==> src/rtl/fetch_ctrl_pkg.sv <==
// Shared types and constants for the instruction-fetch sequencer.
//   fetch_state_e  : fetch FSM states (request allowed / one request outstanding)
//   FetchBufHw     : alignment buffer depth in halfwords
//   is_compressed  : RVC detection from the two low opcode bits
package fetch_ctrl_pkg;

    localparam int unsigned DataWidthDefault   = 32;
    localparam int unsigned MemBusWidthDefault = 32;
    localparam logic [31:0] ResetVectorDefault = 32'h0000_0000;

    localparam int unsigned FetchBufHw = 4;
    localparam int unsigned HwWidth    = 16;
    localparam int unsigned CountWidth = 3;
    localparam int unsigned InstrWidth = 32;
    localparam int unsigned LenWidth   = 3;

    typedef enum logic {
        FETCH_RUN  = 1'b0,
        FETCH_WAIT = 1'b1
    } fetch_state_e;

    // Any opcode whose low two bits are not 2'b11 is a 16-bit instruction.
    function automatic logic is_compressed(input logic [1:0] op);
        return op != 2'b11;
    endfunction

endpackage

==> src/rtl/fetch_align_buf.sv <==
// Halfword alignment buffer for the fetch path.
//   clk, rst_n     : clock, asynchronous active-low reset
//   flush_i        : empty the buffer (wins over push and pop)
//   push_lo_en_i   : append push_data_i[15:0]
//   push_hi_en_i   : append push_data_i[31:16] (after the low half if both)
//   push_data_i    : returned memory word, little-endian halfwords
//   pop_cnt_i      : halfwords removed from the head this cycle (0..2)
//   hw0_o, hw1_o   : the two oldest halfwords
//   count_o        : occupancy in halfwords (0..4)
module fetch_align_buf
    import fetch_ctrl_pkg::*;
(
    input  logic                  clk,
    input  logic                  rst_n,
    input  logic                  flush_i,
    input  logic                  push_lo_en_i,
    input  logic                  push_hi_en_i,
    input  logic [2*HwWidth-1:0]  push_data_i,
    input  logic [1:0]            pop_cnt_i,
    output logic [HwWidth-1:0]    hw0_o,
    output logic [HwWidth-1:0]    hw1_o,
    output logic [CountWidth-1:0] count_o
);

    localparam int unsigned BufWidth = FetchBufHw * HwWidth;

    logic [BufWidth-1:0]   buf_q;
    logic [BufWidth-1:0]   buf_d;
    logic [BufWidth-1:0]   shifted;
    logic [CountWidth-1:0] count_q;
    logic [CountWidth-1:0] count_d;
    logic [CountWidth-1:0] base;
    logic [CountWidth-1:0] hi_idx;

    // Head halfword sits in the low bits; popping shifts the rest down.
    assign shifted = buf_q >> (HwWidth * 32'(pop_cnt_i));

    // Pushes land after whatever survives this cycle's pop.
    assign base   = count_q - CountWidth'(pop_cnt_i);
    assign hi_idx = base + CountWidth'(push_lo_en_i);

    // Storage next state.
    always_comb begin
        buf_d = shifted;
        for (int unsigned i = 0; i < FetchBufHw; i++) begin
            if (push_lo_en_i && (base == CountWidth'(i))) begin
                buf_d[i*HwWidth +: HwWidth] = push_data_i[HwWidth-1:0];
            end
            if (push_hi_en_i && (hi_idx == CountWidth'(i))) begin
                buf_d[i*HwWidth +: HwWidth] = push_data_i[2*HwWidth-1:HwWidth];
            end
        end
    end

    // Occupancy next state; stale contents after a flush are masked by count.
    always_comb begin
        count_d = hi_idx + CountWidth'(push_hi_en_i);
        if (flush_i) begin
            count_d = '0;
        end
    end

    always_ff @(posedge clk or negedge rst_n) begin
        if (!rst_n) begin
            buf_q   <= '0;
            count_q <= '0;
        end else begin
            buf_q   <= buf_d;
            count_q <= count_d;
        end
    end

    assign hw0_o   = buf_q[HwWidth-1:0];
    assign hw1_o   = buf_q[2*HwWidth-1:HwWidth];
    assign count_o = count_q;

endmodule

==> src/rtl/fetch_ctrl.sv <==
// Instruction-fetch sequencer: owns the fetch PC, issues word requests with a
// req/gnt/rvalid handshake, and aligns returned words into 16/32-bit
// instructions through fetch_align_buf.
//   clk, rst_n              : clock, asynchronous active-low reset
//   mem_req, mem_addr       : fetch request and word-aligned address
//   mem_gnt                 : request accepted this cycle
//   mem_rvalid, mem_rdata   : in-order read response, one per grant
//   redirect, redirect_pc   : flush and restart at redirect_pc (bit 0 ignored)
//   instr_valid/instr_ready : instruction handshake towards the pipeline
//   instr, instr_pc         : instruction (RVC zero-extended) and its PC
//   instr_len               : PC increment, 2 or 4
module fetch_ctrl
    import fetch_ctrl_pkg::*;
#(
    parameter int unsigned          DataWidth   = DataWidthDefault,
    parameter int unsigned          MemBusWidth = MemBusWidthDefault,
    parameter logic [DataWidth-1:0] ResetVector = DataWidth'(ResetVectorDefault)
) (
    input  logic                   clk,
    input  logic                   rst_n,
    output logic                   mem_req,
    output logic [DataWidth-1:0]   mem_addr,
    input  logic                   mem_gnt,
    input  logic                   mem_rvalid,
    input  logic [MemBusWidth-1:0] mem_rdata,
    input  logic                   redirect,
    input  logic [DataWidth-1:0]   redirect_pc,
    output logic                   instr_valid,
    input  logic                   instr_ready,
    output logic [InstrWidth-1:0]  instr,
    output logic [DataWidth-1:0]   instr_pc,
    output logic [LenWidth-1:0]    instr_len
);

    localparam logic [DataWidth-1:0] HwMask   = ~DataWidth'(1);
    localparam logic [DataWidth-1:0] WordMask = ~DataWidth'(3);

    fetch_state_e          state_q, state_d;
    logic [DataWidth-1:0]  fetch_addr_q, fetch_addr_d;
    logic [DataWidth-1:0]  instr_pc_q, instr_pc_d;
    logic                  discard_q, discard_d;
    logic                  skip_lo_q, skip_lo_d;

    logic                  buf_flush;
    logic                  push_lo_en;
    logic                  push_hi_en;
    logic [1:0]            pop_cnt;
    logic [HwWidth-1:0]    hw0;
    logic [HwWidth-1:0]    hw1;
    logic [CountWidth-1:0] buf_count;

    logic                  head_rvc;
    logic                  rsp;
    logic                  fire;

    fetch_align_buf u_align_buf (
        .clk          (clk),
        .rst_n        (rst_n),
        .flush_i      (buf_flush),
        .push_lo_en_i (push_lo_en),
        .push_hi_en_i (push_hi_en),
        .push_data_i  (mem_rdata),
        .pop_cnt_i    (pop_cnt),
        .hw0_o        (hw0),
        .hw1_o        (hw1),
        .count_o      (buf_count)
    );

    // Decode at the buffer head; a 32-bit instruction waits for its second half.
    assign head_rvc = is_compressed(hw0[1:0]);

    always_comb begin
        instr_valid = 1'b0;
        instr       = '0;
        instr_len   = LenWidth'(4);
        if (head_rvc && (buf_count >= CountWidth'(1))) begin
            instr_valid = 1'b1;
            instr       = {16'h0000, hw0};
            instr_len   = LenWidth'(2);
        end else if (!head_rvc && (buf_count >= CountWidth'(2))) begin
            instr_valid = 1'b1;
            instr       = {hw1, hw0};
            instr_len   = LenWidth'(4);
        end
    end

    assign instr_pc = instr_pc_q;
    assign mem_addr = fetch_addr_q;
    assign fire     = instr_valid && instr_ready;
    assign rsp      = mem_rvalid && (state_q == FETCH_WAIT);

    // Request only when a full word still fits; held off while reset is applied.
    assign mem_req = rst_n && (state_q == FETCH_RUN) && !redirect
                     && (buf_count <= CountWidth'(FetchBufHw - 2));

    // Next-state logic; redirect overrides push, pop and request.
    always_comb begin
        state_d      = state_q;
        fetch_addr_d = fetch_addr_q;
        instr_pc_d   = instr_pc_q;
        discard_d    = discard_q;
        skip_lo_d    = skip_lo_q;
        buf_flush    = 1'b0;
        push_lo_en   = 1'b0;
        push_hi_en   = 1'b0;
        pop_cnt      = 2'd0;

        if (redirect) begin
            buf_flush    = 1'b1;
            instr_pc_d   = redirect_pc & HwMask;
            fetch_addr_d = redirect_pc & WordMask;
            skip_lo_d    = redirect_pc[1];
            // The response still in flight belongs to the old stream.
            if ((state_q == FETCH_WAIT) && !mem_rvalid) begin
                discard_d = 1'b1;
                state_d   = FETCH_WAIT;
            end else begin
                discard_d = 1'b0;
                state_d   = FETCH_RUN;
            end
        end else begin
            if (rsp) begin
                state_d = FETCH_RUN;
                if (discard_q) begin
                    discard_d = 1'b0;
                end else begin
                    // A redirect to an odd halfword drops the word's low half once.
                    push_lo_en = !skip_lo_q;
                    push_hi_en = 1'b1;
                    skip_lo_d  = 1'b0;
                end
            end
            if (mem_req && mem_gnt) begin
                state_d      = FETCH_WAIT;
                fetch_addr_d = fetch_addr_q + DataWidth'(4);
            end
            if (fire) begin
                pop_cnt    = (instr_len == LenWidth'(2)) ? 2'd1 : 2'd2;
                instr_pc_d = instr_pc_q + DataWidth'(instr_len);
            end
        end
    end

    always_ff @(posedge clk or negedge rst_n) begin
        if (!rst_n) begin
            state_q      <= FETCH_RUN;
            fetch_addr_q <= ResetVector & WordMask;
            instr_pc_q   <= ResetVector;
            discard_q    <= 1'b0;
            skip_lo_q    <= ResetVector[1];
        end else begin
            state_q      <= state_d;
            fetch_addr_q <= fetch_addr_d;
            instr_pc_q   <= instr_pc_d;
            discard_q    <= discard_d;
            skip_lo_q    <= skip_lo_d;
        end
    end

endmodule

==> config.mk <==
export PLATFORM = sky130hd
export DESIGN_NAME = fetch_ctrl
export DESIGN_NICKNAME = d
export VERILOG_FILES = /design/src/rtl/fetch_ctrl_pkg.sv /design/src/rtl/fetch_align_buf.sv /design/src/rtl/fetch_ctrl.sv
export SDC_FILE = /design/constraint.sdc
export NUM_CORES = 1
export LEC_CHECK = 0
export BUFFER_PORTS_ARGS = -buffer_cell sky130_fd_sc_hd__buf_2
export CAP_MARGIN = 20
export CORE_MARGIN = 8
export CORE_UTILIZATION = 42
export CTS_CLUSTER_SIZE = 24
export DETAILED_ROUTE_END_ITERATION = 8
export PLACE_DENSITY = 0.76
export RECOVER_POWER = 25
export SLEW_MARGIN = 30
export SYNTH_ARGS = -nofsm -noshare
export SYNTH_HDL_FRONTEND = slang
export SYNTH_SLANG_ARGS = --single-unit
==> constraint.sdc <==
create_clock -name clk -period 3.8 [get_ports clk]
set_clock_uncertainty 0.15 [all_clocks]
set_input_delay 0.57 -clock clk [delete_from_list [all_inputs] [get_ports clk]]
set_output_delay 0.57 -clock clk [all_outputs]
set_load 0.02 [all_outputs]
After elaboration in Yosys (flattened, before gate mapping). Index checks and enable logic that the tools add are counted.

Bits in registers: 134. Input port bits: 70. Output and inout port bits: 101. Logic and storage cells: 90.

Add/sub/neg operators: 5. Order comparisons: 3. Equality and inequality tests: 9. Shifts and indexed selects: 1. Mux-type cells: 36. Bitwise gates (word level): 1. Reductions and logical operators: 28.

Operators with widths (count): two-way mux 32 bit (6); two-way mux 16 bit (8); >> shifter 64 x 6 -> 64 bit (1); adder 32 x 3 -> 32 bit (1); adder 32 x 3 -> 32 bit, second input constant (1); logical AND 1 bit (17); two-way mux 1 bit (17); equality test 3 x 2 -> 1 bit, second input constant (5); adder 3 x 1 -> 3 bit (2); equality test 3 x 1 -> 1 bit, second input constant (2); zero test 3 bit (2); two-way mux 2 bit (3); two-way mux 3 bit (2); nonzero test 2 bit (3); zero test 1 bit (4); inequality test 2 bit, second input constant (2); >= comparator 3 x 1 -> 1 bit, second input constant (1); >= comparator 3 x 2 -> 1 bit, second input constant (1); <= comparator 3 x 2 -> 1 bit, second input constant (1); nonzero test 3 bit (1); subtractor 3 x 2 -> 3 bit (1); AND reduction 2 bit (1); NOT 1 bit (1).

Depth between registers and ports, before layout.
Word-level depth: 13. Mapped depth: 16. Depth with buffers taken out: 11.

Modules after synthesis. From an unflattened synthesis, not the netlist that was laid out.

Cell total of the unflattened synthesis: 991. Area total of the unflattened synthesis: 8609.5 sq um.

Modules (own cells, without submodules): fetch_align_buf (times used 1, cells each 512, area each 4548.1 sq um, sequential area each 1676.6 sq um); fetch_ctrl (times used 1, cells each 479, area each 4061.4 sq um, sequential area each 1601.5 sq um).

Worst setup path after synthesis. Ideal clock, no wire load.

Kind: register to register. Start point: reg u_align_buf.count_q[2] (netlist: u_align_buf.count_o[2]). End point: reg u_align_buf.buf_q[31]. Library setup time: 126 ps. Data arrival time: 3386 ps. Data required time: 3524 ps. Setup slack: 138 ps. Stages on the path, launching flop included: 16. Buffers on the path: 6. Clock period less this slack: 3662 ps. Cells stage by stage: dfrtp_1 -> buf_6 -> or3_1 -> and3_1 -> buf_6 -> buf_6 -> buf_6 -> ha_1 -> fa_1 -> nand2b_1 -> mux2i_1 -> and3_1 -> clkbuf_1 -> buf_2 -> nor3_1 -> a221o_1.

Word-level cells in the longest chain between the ends: 12. Elaborated cells on any way between the ends: 21. Those cells by class: add/sub (2); order compare (2); eq/ne (3); shift (1); mux (8); reduce/logical (5).

RTL lines: start, declared (line fetch_align_buf.sv:30) `logic [CountWidth-1:0] count_q;`; start signal, assigned (line fetch_align_buf.sv:69) `count_q <= count_d;`; >= comparator 3 x 1 -> 1 bit or >= comparator 3 x 2 -> 1 bit (tied branches) (line fetch_ctrl.sv:76, fetch_ctrl.sv:80); logical AND 1 bit (on tied branches) (line fetch_ctrl.sv:76, fetch_ctrl.sv:80); two-way mux 3 bit or two-way mux 1 bit (tied branches) (line fetch_ctrl.sv:76, fetch_ctrl.sv:80); equality test 3 x 2 -> 1 bit or two-way mux 1 bit (tied branches) (line fetch_ctrl.sv:138, fetch_ctrl.sv:76); two-way mux 2 bit or logical AND 1 bit (tied branches) (line fetch_ctrl.sv:138, fetch_ctrl.sv:89); two-way mux 2 bit (line fetch_ctrl.sv:137) `if (fire) begin`; two-way mux 2 bit (line fetch_ctrl.sv:108) `if (redirect) begin`; subtractor 3 x 2 -> 3 bit (line fetch_align_buf.sv:39) `assign base = count_q - CountWidth'(pop_cnt_i);`; adder 3 x 1 -> 3 bit or equality test 3 x 1 -> 1 bit (tied branches) (line fetch_align_buf.sv:40, fetch_align_buf.sv:46); equality test 3 x 1 -> 1 bit or logical AND 1 bit (tied branches) (line fetch_align_buf.sv:49, fetch_align_buf.sv:46); logical AND 1 bit or two-way mux 16 bit (tied branches) (line fetch_align_buf.sv:49, fetch_align_buf.sv:46); two-way mux 16 bit * (line fetch_align_buf.sv:49) `if (push_hi_en_i && (hi_idx == CountWidth'(i))) begin`; end signal, assigned (line fetch_align_buf.sv:68) `buf_q <= buf_d;`; end, declared (line fetch_align_buf.sv:27) `logic [BufWidth-1:0] buf_q;`.

Mark *: on every way between the ends. The rest lies on a longest branch, timed or not. A chain may end at the register's enable or synchronous reset.

Worst setup path in the final report.
Start point: reg u_align_buf.count_q[2] (netlist: u_align_buf.count_o[2]). End point: reg u_align_buf.buf_q[63].

Word-level cells in the longest chain between the ends: 12. Elaborated cells on any way between the ends: 21. Those cells by class: add/sub (2); order compare (2); eq/ne (3); shift (1); mux (8); reduce/logical (5).

RTL lines: >= comparator 3 x 1 -> 1 bit or >= comparator 3 x 2 -> 1 bit (tied branches) (line fetch_ctrl.sv:76, fetch_ctrl.sv:80); logical AND 1 bit (on tied branches) (line fetch_ctrl.sv:76, fetch_ctrl.sv:80); two-way mux 3 bit or two-way mux 1 bit (tied branches) (line fetch_ctrl.sv:76, fetch_ctrl.sv:80); equality test 3 x 2 -> 1 bit or two-way mux 1 bit (tied branches) (line fetch_ctrl.sv:138, fetch_ctrl.sv:76); two-way mux 2 bit or logical AND 1 bit (tied branches) (line fetch_ctrl.sv:138, fetch_ctrl.sv:89); two-way mux 2 bit (line fetch_ctrl.sv:137); two-way mux 2 bit (line fetch_ctrl.sv:108); subtractor 3 x 2 -> 3 bit (line fetch_align_buf.sv:39); adder 3 x 1 -> 3 bit or equality test 3 x 2 -> 1 bit (tied branches) (line fetch_align_buf.sv:40, fetch_align_buf.sv:46); equality test 3 x 2 -> 1 bit or logical AND 1 bit (tied branches) (line fetch_align_buf.sv:49, fetch_align_buf.sv:46); logical AND 1 bit or two-way mux 16 bit (tied branches) (line fetch_align_buf.sv:49, fetch_align_buf.sv:46); two-way mux 16 bit * (line fetch_align_buf.sv:49); named net u_align_buf.buf_d[63] (line fetch_align_buf.sv:28) `logic [BufWidth-1:0] buf_d;`.

The timed path passes the listed nets; every way through them passes the cells marked *.

==> flow_summary.ini <==
[detailed_routing]
vias_per_cell = 5.86
vias = 7674
post-route-drc-count = 0
dr.pass1.iters = 6
post_drt_wl_per_cell_um = 19.5
top_layer = met5
wirelength_met1_mm = 10.5
postRouteAntennaNets = 0
wl_mm = 25.6
drtIter0Drc = 669
wl_met3_mm = 2.68
met2_wirelength_mm = 12.0

[logic_synthesis]
netlist_area_um2 = 8140
synthTopCellsByArea = dfrtp_1 40%, nor2_1 4.4%, nand2_1 3.8%, mux2_2 3.6%, a22oi_1 3.1%
async_reset_ff_frac = 1.00
synth_top_area_share = 0.403
synth_cell_types = 64
synth_top_cell_by_area = dfrtp_1
ys_ff_latch = 131
synth_area_per_cell_um2 = 9.24
ys_seq_area_frac = 0.403
ys.flop_type = dfrtp_1
postSynthCellCount = 881
synth-edff-count = 0
yosys_warnings = 0

[timing]
worstMarginPinSlew_ps = 1880
relSlewSlack = -0.253
period_needed_ps = 3400
drv_slew = 132
fmax_mhz = 294
setup_violations = 0
fin_hold_ws_ps = 234
hold_violations = 0
tns_ps = 0
period_share = 0.894
grt_setup_unrepaired = no

[clock_network]
root_buffer = clkbuf_16
ctsLongestPathBuffers = 2
cts_num_sinks = 131
clk_pin_slew_ps = 60
clk_latency_ps = 420
cts_setup_buffers = 0
cts_hold_buf = 0
htreeDepth = 4
tritoncts = done
numCtsBuffers = 17
cts-resized-gates = 0

[pwr]
ir_drop_v = 0.000324
p_comb_frac = 0.273
power_frac_clock = 0.316
p_int_mw = 3.13
p_leak_nw = 4.47
swShare = 0.339
power_density_nw_per_um2 = 486
switchingPower_mw = 1.60
seqPwrFrac = 0.411

[finish]
utilization = 0.505
fill_cells = 1810
fin_nets = 1112
syn2layout_area_growth_pct = 19.5
drive_gt1_frac = 0.272
n_antenna_cell = 0
final_cell_mix = 164 x buf_2, 131 x dfrtp_1, 94 x nor2_1
design_area_um2 = 9730
layout_commonest_cell = buf_2
multi_input_area_um2 = 4470
regArea_um2 = 3280

[floorplanning]
fp.coreArea_um2 = 19300
fp.dieArea_um2 = 24100
boundaryPins = 171
initial_core_util = 0.422
die_x_um = 155
die_h_um = 155
rows = 51

[worst_setup_path]
crit_path_end_kind = flip-flop
reg2reg_to = u_align_buf.buf_q[63]
rr_startpoint = u_align_buf.count_o[2]
r2r_slack_ps = 400
cp-start-kind = flip-flop
r2r_cells = 9
arrival_ps = 3540
path_class = flip-flop to flip-flop
required_ps = 3940
cp_max_fo = 16

[min_path]
hold_depth = 2
min_delay_worst_endpoint = state_q
hold_class = input pin to flip-flop
hold_start = mem_rvalid

[outcome]
status = complete, but fails checks
violations = capacitance limit, slew limit

[global_route]
overflow = 0
grt_pass1_wl_mm = 40.7
grt_pass1_vias = 7732
antenna_found_initial = 1
track_usage = 0.211
grt_start_max_net_pins = 132

[placed_design]
io_buffers = 165
place_congestion = 0.871
postPlaceCellArea_um2 = 9220
hpwlAfterDp_mm = 17.4

[flow_run]
maxCapViolations = 1
-- kinds of logic (layout without fill, tap and decap cells) --
group | Yosys count | after routing | synth area share
and+or+nand+nor | 348 | 348 | 0.218
AOI/OAI and AO/OA | 237 | 237 | 0.224
DFF | 131 | 131 | 0.403
buffers and inverters | 85 | 245 | 0.0533
xor gates and xnor gates | 37 | 37 | 0.0407
muxes | 33 | 33 | 0.0452
adders and majority gates | 9 | 9 | 0.0157
other | 1 | 4 | 0.000461
-- power by group through the flow --
stage | Combinational [mW] | Clock [mW] | Sequential, mW
after floorplan | 0.826 | 0 | 1.97
after global placement | 1.27 | 0 | 1.94
after detailed placement | 1.30 | 0 | 1.96
after CTS | 1.30 | 1.51 | 1.94
after global routing | 1.41 | 1.57 | 1.98
final | 1.29 | 1.49 | 1.94
-- through the flow --
step | total power, mW | setup WS (ps) | std cells
2_1_floorplan | 2.79 | 138 | 884
3_3_place_gp | 3.21 | 407 | 1279
3_5_place_dp | 3.25 | 339 | 1279
4_1_cts | 4.75 | 463 | 1309
5_1_grt | 4.96 | 218 | 1309
6_report | 4.73 | 402 | 1309
-- area by class of cell --
type                    instances  share of cell area
clock buffers                  20              0.0480
clock inverters                10             0.00630
inverters                      21             0.00810
multi-input cells             668               0.460
flip-flops and latches        131               0.337
well taps                     265              0.0341
repair buffers                194               0.107
-- cell usage after synthesis, types with 7 or more instances --
master	n
xnor2_1	26
mux2_2	26
a22oi_1	34
a31oi_1	9
ha_1	7
xor2_1	10
dfrtp_1	131
nand4_1	20
nand2_1	82
nand3_1	30
nor2_1	95
nor2b_1	22
buf_6	10
a2bb2oi_2	9
buf_2	14
nor3_1	16
clkbuf_1	34
a221o_1	16
a21oi_1	27
and2_1	37
inv_1	20
a221oi_1	26
o211ai_1	8
and3_1	13
a211o_1	19
a2bb2oi_1	7
o21ai_0	46
nand2b_1	7
-- registers in the layout (all words and copies together), names as in the netlist --
name	flops
mem_addr	30
u_align_buf.count_o	3
discard_q	1
instr_pc	31
skip_lo_q	1
state_q	1
u_align_buf.buf_q	64
-- critical path: stages (launching register included) --
cell,delay [ps]
dfrtp_1,370
or3_1,380
and3_1,190
ha_1,190
fa_1,430
xnor2_1,270
nand2_1,190
o41a_1,680
a22oi_1,300
a21oi_1,110
-- layer usage --
metal | vias to the layer above | GRT usage
met4 | 2 | 0.0762
met5 | - | 0
li1 | 3532 | -
met2 | 428 | 0.343
met1 | 3673 | 0.261
met3 | 39 | 0.0632
-- how the worst max path moves through the flow --
stage | start | to | slack, ps | cells after the start
after global placement | instr_ready | u_align_buf.buf_q[62] | 410 | 10
after CTS | u_align_buf.count_o[2] | u_align_buf.buf_q[63] | 460 | 9
after detailed placement | instr_ready | u_align_buf.buf_q[63] | 340 | 10
after floorplan | u_align_buf.count_o[2] | u_align_buf.buf_q[31] | 140 | 15
final | u_align_buf.count_o[2] | u_align_buf.buf_q[63] | 400 | 9
after global routing | u_align_buf.count_o[2] | u_align_buf.buf_q[62] | 220 | 9
Power figures use the tool's default switching activity.
